--- src/rtl/bram_arbiter.sv ---
// Two-requester arbiter in front of a single-port BRAM.
// A CPU port (read/write) and a video port (read only) share one memory port.
// Every access takes a fixed four-state walk: IDLE -> ISSUE -> WAIT -> ACK.
// Video has priority. The CPU is starved for at most MAX_WAIT video grants.
//
// Ports:
//   clk, reset                        clock, asynchronous active-low reset
//   cpu_req_i/cpu_we_i/cpu_addr_i/cpu_wdata_i    CPU request
//   cpu_ack_o/cpu_rdata_o                        CPU completion pulse, read data
//   vid_req_i/vid_addr_i                         video read request
//   vid_ack_o/vid_rdata_o                        video completion pulse, read data
//   mem_addr_o/mem_we_o/mem_wdata_o/mem_rdata_i  BRAM port (1-cycle read latency)
//   busy_o                                       high whenever not idle
module bram_arbiter #(
  parameter int unsigned ADDR_W   = 16,
  parameter int unsigned DATA_W   = 16,
  parameter int unsigned MAX_WAIT = 3
) (
  input  logic              clk,
  input  logic              reset,
  input  logic              cpu_req_i,
  input  logic              cpu_we_i,
  input  logic [ADDR_W-1:0] cpu_addr_i,
  input  logic [DATA_W-1:0] cpu_wdata_i,
  output logic              cpu_ack_o,
  output logic [DATA_W-1:0] cpu_rdata_o,
  input  logic              vid_req_i,
  input  logic [ADDR_W-1:0] vid_addr_i,
  output logic              vid_ack_o,
  output logic [DATA_W-1:0] vid_rdata_o,
  output logic [ADDR_W-1:0] mem_addr_o,
  output logic              mem_we_o,
  output logic [DATA_W-1:0] mem_wdata_o,
  input  logic [DATA_W-1:0] mem_rdata_i,
  output logic              busy_o
);

  localparam int unsigned CntW = (MAX_WAIT > 0) ? $clog2(MAX_WAIT + 1) : 1;
  localparam logic [CntW-1:0] MaxCnt = CntW'(MAX_WAIT);

  typedef enum logic [1:0] {StIdle, StIssue, StWait, StAck} state_e;

  state_e            state_q, state_d;
  logic              owner_cpu_q, owner_cpu_d;
  logic [ADDR_W-1:0] addr_q, addr_d;
  logic              we_q, we_d;
  logic [DATA_W-1:0] wdata_q, wdata_d;
  logic [CntW-1:0]   wait_cnt_q, wait_cnt_d;
  logic [DATA_W-1:0] cpu_rdata_q, cpu_rdata_d;
  logic [DATA_W-1:0] vid_rdata_q, vid_rdata_d;
  logic              grant_cpu, grant_vid;

  always_comb begin
    state_d     = state_q;
    owner_cpu_d = owner_cpu_q;
    addr_d      = addr_q;
    we_d        = we_q;
    wdata_d     = wdata_q;
    wait_cnt_d  = wait_cnt_q;
    cpu_rdata_d = cpu_rdata_q;
    vid_rdata_d = vid_rdata_q;
    grant_cpu   = 1'b0;
    grant_vid   = 1'b0;

    unique case (state_q)
      StIdle: begin
        grant_cpu = cpu_req_i && (!vid_req_i || (wait_cnt_q == MaxCnt));
        grant_vid = vid_req_i && !grant_cpu;
        if (grant_cpu) begin
          state_d     = StIssue;
          owner_cpu_d = 1'b1;
          addr_d      = cpu_addr_i;
          we_d        = cpu_we_i;
          wdata_d     = cpu_wdata_i;
          wait_cnt_d  = '0;
        end else if (grant_vid) begin
          // Video never writes; wdata_q is left alone so mem_wdata keeps its last value.
          state_d     = StIssue;
          owner_cpu_d = 1'b0;
          addr_d      = vid_addr_i;
          we_d        = 1'b0;
          if (cpu_req_i && (wait_cnt_q != MaxCnt)) begin
            wait_cnt_d = wait_cnt_q + 1'b1;
          end
        end
      end
      StIssue: state_d = StWait;
      StWait: begin
        // BRAM data for the address driven in ISSUE is valid during WAIT.
        state_d = StAck;
        if (!we_q) begin
          if (owner_cpu_q) cpu_rdata_d = mem_rdata_i;
          else             vid_rdata_d = mem_rdata_i;
        end
      end
      StAck:   state_d = StIdle;
      default: state_d = StIdle;
    endcase
  end

  always_ff @(posedge clk or negedge reset) begin
    if (!reset) begin
      state_q     <= StIdle;
      owner_cpu_q <= 1'b0;
      addr_q      <= '0;
      we_q        <= 1'b0;
      wdata_q     <= '0;
      wait_cnt_q  <= '0;
      cpu_rdata_q <= '0;
      vid_rdata_q <= '0;
    end else begin
      state_q     <= state_d;
      owner_cpu_q <= owner_cpu_d;
      addr_q      <= addr_d;
      we_q        <= we_d;
      wdata_q     <= wdata_d;
      wait_cnt_q  <= wait_cnt_d;
      cpu_rdata_q <= cpu_rdata_d;
      vid_rdata_q <= vid_rdata_d;
    end
  end

  // addr_q/wdata_q only change on a grant, so they already hold their last value
  // outside ISSUE and can drive the BRAM port directly.
  assign mem_addr_o  = addr_q;
  assign mem_wdata_o = wdata_q;
  assign mem_we_o    = (state_q == StIssue) && we_q;
  assign cpu_ack_o   = (state_q == StAck) && owner_cpu_q;
  assign vid_ack_o   = (state_q == StAck) && !owner_cpu_q;
  assign cpu_rdata_o = cpu_rdata_q;
  assign vid_rdata_o = vid_rdata_q;
  assign busy_o      = (state_q != StIdle);

endmodule

--- config.mk ---
export PLATFORM = sky130hd
export DESIGN_NAME = bram_arbiter
export DESIGN_NICKNAME = d
export VERILOG_FILES = /design/src/rtl/bram_arbiter.sv
export SDC_FILE = /design/constraint.sdc
export NUM_CORES = 1
export LEC_CHECK = 0
export CAP_MARGIN = 0
export CELL_PAD_IN_SITES_DETAIL_PLACEMENT = 2
export CELL_PAD_IN_SITES_GLOBAL_PLACEMENT = 2
export CORE_MARGIN = 1.5
export CORE_UTILIZATION = 26
export DETAILED_ROUTE_END_ITERATION = 10
export PLACE_DENSITY_LB_ADDON = 0.05
export SETUP_SLACK_MARGIN = 0.05
export SLEW_MARGIN = 10
export SYNTH_ARGS = -nofsm -noshare
export SYNTH_HDL_FRONTEND = slang
export SYNTH_SLANG_ARGS = --single-unit
--- constraint.sdc ---
create_clock -name clk -period 2.2 [get_ports clk]
set_input_delay 0.22 -clock clk [delete_from_list [all_inputs] [get_ports clk]]
set_output_delay 0.22 -clock clk [all_outputs]
set_load 0.02 [all_outputs]
==> results.py, run 1 <==
metrics = {
    "setup_path": {
        "worst_ep_arrival_time_ns": 1.78,
        "worst-path-max-fanout": 4,
        "cp.required_ns": 1.98,
        "r2r_slack_ns": 0.32,
        "regToRegStartpoint": "state_q[1]",
        "r2r-end": "mem_wdata_o[6]",
        "rr_worst_depth": 5,
        "end_kind": "output port",
        "startpoint_type": "register",
        "critical_path_class": "reg2out",
    },
    "clocking": {
        "clk_pin_slew_ns": 0.06,
        "cts_tree": "yes",
        "clock-root-buffer": "clkbuf_16",
        "cts_resized": 0,
        "numCtsBuffers": 9,
        "hold_buffers": 1,
        "cts_buffer_depth": 2,
        "clock_latency_ns": 0.32,
        "cts_sinks": 70,
        "cts.htree.levels": 3,
        "cts_setup_buffers": 0,
    },
    "grt": {
        "antenna_found_initial": 0,
        "grt_max_degree": 71,
        "use_met3": 0.0423,
        "grt_pass1_vias": 2623,
        "track_usage": 0.149,
        "gr-usage-met2": 0.247,
        "grt.overflow.total": 0,
        "top_usage_layer": "met2",
        "grt_pass1_wl_um": 14200,
        "globalRouteMet1Util": 0.187,
    },
    "sta": {
        "drv_slew": 0,
        "worstMarginPinSlew_ns": 0.638,
        "slew_headroom": 0.575,
        "fin_crit_ns": 2.00,
        "fin_skew_ns": 0.00621,
        "period_share": 0.907,
        "setup_violations": 0,
        "rsz0062_at_grt": "false",
        "hold_slack_ns": 0.447,
        "fin_tns_setup_ns": 0,
        "hold_violations": 0,
        "fmax_ghz": 0.501,
    },
    "layout": {
        "drive_gt1_frac": 0.208,
        "nets": 441,
        "fillCellCount": 1215,
        "stdcell_count": 514,
        "finalInstanceArea_um2": 4840,
        "fin_util": 0.427,
        "syn2layout_area_growth_pct": 61.1,
        "diodes": 0,
    },
    "floorplanning": {
        "die_area_um2": 12200,
        "pin_count": 137,
        "row_count": 39,
        "core-area_um2": 11300,
        "fp.dieW_um": 110,
        "start_util": 0.265,
        "die_h_um": 110,
    },
    "power_and_ir_drop": {
        "p_leak_uw": 0.00201,
        "power_density_nw_per_um2": 1550,
        "max-vdd-ir-drop_uv": 599,
    },
    "logic_synthesis": {
        "yosys_warnings": 0,
        "syn_area_um2": 3000,
        "synth_top_area_share": 0.583,
        "syn_avg_cell_area_um2": 13.4,
        "synth_top_area_cell": "dfrtp_1",
        "synth_nets": 299,
        "ys_ff_latch": 70,
        "ys_types": 29,
        "synthCells": 224,
        "synth_area_leaders": "dfrtp_1, mux2_2, mux2_4",
        "yosysSeqAreaShare": 0.583,
    },
    "route": {
        "wl_per_cell_um": 16.9,
        "ant_nets": 0,
        "drt_iter0_drc": 77,
        "vias": 2335,
        "drc": 0,
        "wirelength_um": 8670,
        "first_pass_iters": 4,
        "vias_per_cell": 4.54,
    },
    "flow_run": {
        "maxCapViolations": 0,
    },
    "place": {
        "dp_cells": 497,
        "io_buffers": 136,
        "post_dp_cell_area_um2": 4510,
        "gp_congestion": 0.720,
        "dp_hpwl_um": 6250,
    },
    "worst_hold_path": {
        "hold_path_class": "in2async",
    },
    "outcome": {
        "status": "finished, final reports clean",
    },
}
worst max-delay path, cell delays in order (launching register included):
cell and delay, ns:
dfrtp_1 0.41, inv_1 0.14, ha_1 0.17, and2_1 0.11
clkdlybuf4s50_1 0.62
power breakdown:
| group | leakage, µW | switching (µW) | internal [µW] |
|---|---|---|---|
| registers | 0.000820 | 371 | 1950 |
| logic | 0.00103 | 1710 | 1910 |
| clock network | 0.000163 | 537 | 1020 |
per-layer routing:
metal,vias up,wire length (µm)
li1,1085,-
met2,75,4290
met1,1171,3910
met4,0,46
met5,-,0
met3,4,418
registers in the layout, summed over array words and instances (netlist names):
| name | count |
|---|---|
| cpu_rdata_o | 16 |
| mem_addr_o | 16 |
| mem_wdata_o | 16 |
| vid_rdata_o | 16 |
| state_q | 2 |
| wait_cnt_q | 2 |
| owner_cpu_q | 1 |
| we_q | 1 |
kinds of logic after synthesis:
| family | after synthesis | share of synthesized area |
|---|---|---|
| compound gates | 54 | 0.102 |
| flops | 70 | 0.583 |
| buf+inv | 16 | 0.0362 |
| fa+ha+maj | 6 | 0.0250 |
| mux | 50 | 0.197 |
| simple gates | 28 | 0.0562 |
Yosys cell counts:
master / count
nor2b_4: 1
buf_12: 1
nand2_1: 1
nand2b_1: 1
o21ai_2: 1
a21o_1: 1
buf_2: 5
dfrtp_1: 70
buf_6: 3
ha_1: 6
a31oi_1: 16
nor2b_1: 1
a22o_1: 2
o21ai_0: 16
mux2_4: 8
nor3_1: 1
clkbuf_1: 2
nor3b_1: 1
a21oi_1: 17
nor2_8: 1
o21a_1: 1
nor2_1: 17
and2_1: 2
inv_1: 4
nor3b_4: 1
nand3b_2: 1
mux2_1: 1
buf_4: 1
mux2_2: 41
cells in the final DEF (no fill, tap or decap), types with 6 or more instances in the layout:
cell and n:
dfrtp_1 70, ha_1 6, o21ai_0 16, mux2_4 8, buf_4 6, mux2_2 41, nor2_1 17, clkbuf_16 9
clkdlybuf4s50_1 135, a31oi_1 16, a21oi_1 17
area by class of cell:
class	instances	area [µm²]	area share
sequential	70	1750	0.362
timing repair buffer	143	1430	0.295
multi-input combinational	138	1140	0.236
clock buffer	10	239	0.0494
tap	143	179	0.0370
clock inverter	6	83.8	0.0173
inverter	4	15.0	0.00310
how the worst max path moves through the flow:
stage	startpoint	to
6_report	state_q[1]	mem_we_o
3_5_place_dp	state_q[1]	mem_wdata_o[6]
2_1_floorplan	state_q[0]	vid_rdata_o[10]
3_3_place_gp	cpu_req_i	mem_wdata_o[3]
4_1_cts	state_q[1]	mem_we_o
5_1_grt	state_q[1]	mem_we_o
stage by stage:
| stage | setup WS (ns) | total power [µW] |
|---|---|---|
| 2_1_floorplan | 0.547 | 4260 |
| 3_3_place_gp | 0.329 | 5930 |
| 3_5_place_dp | 0.300 | 6030 |
| 4_1_cts | 0.171 | 7630 |
| 5_1_grt | 0.0909 | 7960 |
| 6_report | 0.204 | 7490 |
(Power assumes the default switching activity.)
==> run 2, diff against run 1 <==
- CAP_MARGIN: 0 -> unset
==> results of run 2 <==
The final DEF is identical to that of run 1; final timing and power are the same.
==> run 3, diff against run 2 <==
- CORE_MARGIN: 1.5 -> unset
==> run 3 against run 2 <==
Hold slack better by 0.012 ns. Via count up 1.3%. Total power down 1.0%. Global-route usage up 0.45 points. Sequential power about the same.
==> results.py, run 3 (synthesis gave the netlist of run 1 again) <==
metrics = {
    "clocking": {
        "cts.htree.levels": 3,
        "cts_sinks": 70,
        "cts_tree": "yes",
        "cts_buffer_depth": 2,
        "clock-root-buffer": "clkbuf_16",
        "clock_latency_ns": 0.32,
        "numCtsBuffers": 9,
        "clk_pin_slew_ns": 0.06,
    },
    "floorplanning": {
        "die_h_um": 109,
        "pin_count": 137,
        "core-area_um2": 11000,
        "die_area_um2": 12000,
        "row_count": 38,
        "fp.dieW_um": 109,
        "start_util": 0.272,
    },
    "setup_path": {
        "regToRegStartpoint": "state_q[1]",
        "cp.required_ns": 1.98,
        "startpoint_type": "register",
        "rr_worst_depth": 5,
        "cpLargestDelayFamily": "buffers and inverters",
        "critical_path_class": "reg2out",
        "worst-path-max-fanout": 5,
        "path_cells": "inv_1, ha_1, inv_1, clkdlybuf4s50_1",
        "crit_path_frequent_cell": "inv_1",
        "startpoint": "state_q[1]",
        "r2r-end": "mem_wdata_o[7]",
        "cp_num_buf_inv": 3,
        "end_kind": "output port",
        "critPathSlowestCell": "clkdlybuf4s50_1",
        "r2r_slack_ns": 0.27,
        "max_stage_delay_ns": 0.61,
        "worst_ep_arrival_time_ns": 1.77,
    },
    "sta": {
        "period_share": 0.907,
        "fin_skew_ns": 0.00912,
        "drv_slew": 0,
        "rsz0062_at_grt": "false",
        "hold_violations": 0,
        "fin_tns_setup_ns": 0,
        "fin_crit_ns": 1.99,
        "worstMarginPinSlew_ns": 0.800,
        "setup_violations": 0,
        "slew_headroom": 0.467,
        "fmax_ghz": 0.501,
    },
    "grt": {
        "grt_pass1_wl_um": 13700,
        "grt_pass1_vias": 2666,
        "track_usage": 0.153,
        "grt.overflow.total": 0,
        "globalRouteMet1Util": 0.171,
        "grt_max_degree": 47,
        "use_met3": 0.0563,
        "antenna_found_initial": 0,
        "top_usage_layer": "met2",
        "gr-usage-met2": 0.279,
    },
    "power_and_ir_drop": {
        "finalPower_uw": 7410,
        "power_density_nw_per_um2": 1540,
        "max-vdd-ir-drop_uv": 613,
        "p_leak_uw": 0.00200,
    },
    "worst_hold_path": {
        "hold_path_class": "in2async",
    },
    "place": {
        "dp_hpwl_um": 6530,
        "io_buffers": 136,
        "gp_congestion": 0.698,
        "post_dp_cell_area_um2": 4530,
    },
    "route": {
        "first_pass_iters": 4,
        "vias": 2366,
        "ant_nets": 0,
        "drc": 0,
        "wl_per_cell_um": 17.3,
        "drt_iter0_drc": 33,
        "vias_per_cell": 4.62,
        "wirelength_um": 8870,
    },
    "flow_run": {
        "maxCapViolations": 0,
    },
    "layout": {
        "finalInstanceArea_um2": 4830,
        "drive_gt1_frac": 0.210,
        "syn2layout_area_growth_pct": 60.7,
        "final_common_cell": "clkdlybuf4s50_1",
        "nets": 443,
        "diodes": 0,
        "layout_common_cells": "clkdlybuf4s50_1, dfrtp_1, mux2_2",
    },
    "outcome": {
        "status": "finished, final reports clean",
    },
}
==> run 3: changes by cell type in the layout (fill, tap and decap cells not counted), sizes merged <==
cell,previous run,this run
buf,7,9
clkinvlp,0,2
bufinv,2,1
clkbuf,10,9
inv,5,4
==> run 3: stage by stage <==
step | setup slack (ns) | hold WS [ns] | util | cells
after floorplan | 0.547 | -0.0756 | - | 224
after global placement | 0.208 | 0.282 | 0.411 | 496
after detailed placement | 0.116 | 0.283 | 0.411 | 496
after CTS | 0.171 | 0.449 | 0.438 | 512
after global routing | 0.112 | 0.464 | 0.438 | 512
final | 0.205 | 0.459 | 0.438 | 512
==> run 3: layer usage <==
metal,part of all wire,up-vias,routed length [µm]
met5,0,-,0
met4,0.0038,0,34
met3,0.068,4,606
met2,0.53,77,4660
met1,0.40,1201,3570
li1,-,1084,-
==> run 3: report_power, final <==
| part | total, µW | internal (µW) | switching [µW] | leakage [µW] |
|---|---|---|---|---|
| Combinational | 3670 | 1950 | 1720 | 0.00104 |
| Sequential | 2320 | 1950 | 375 | 0.000820 |
| Clock | 1420 | 869 | 555 | 0.000137 |
==> run 3: how the worst max path moves through the flow <==
stage / to / slack, ns / cells after the start
2_1_floorplan: vid_rdata_o[10] / 0.55 / 5
3_3_place_gp: mem_wdata_o[1] / 0.21 / 4
3_5_place_dp: mem_wdata_o[7] / 0.12 / 4
6_report: busy_o / 0.21 / 4
5_1_grt: busy_o / 0.11 / 4
4_1_cts: busy_o / 0.17 / 4
==> run 3: repair_timing <==
item                      in CTS  in global routing
resized for setup              0                  0
buffers inserted               0                  0
hold buffers                   1                  0
hold endpoints to repair      43                  0
==> run 3: cell type report <==
| type | instances | area [µm²] |
|---|---|---|
| clock buffer | 9 | 225 |
| timing repair buffer | 145 | 1450 |
| multi-input combinational | 138 | 1140 |
| clock inverter | 6 | 63.8 |
| sequential | 70 | 1750 |
| inverter | 4 | 15.0 |
| fill | 1147 | 6200 |
| tap | 140 | 175 |
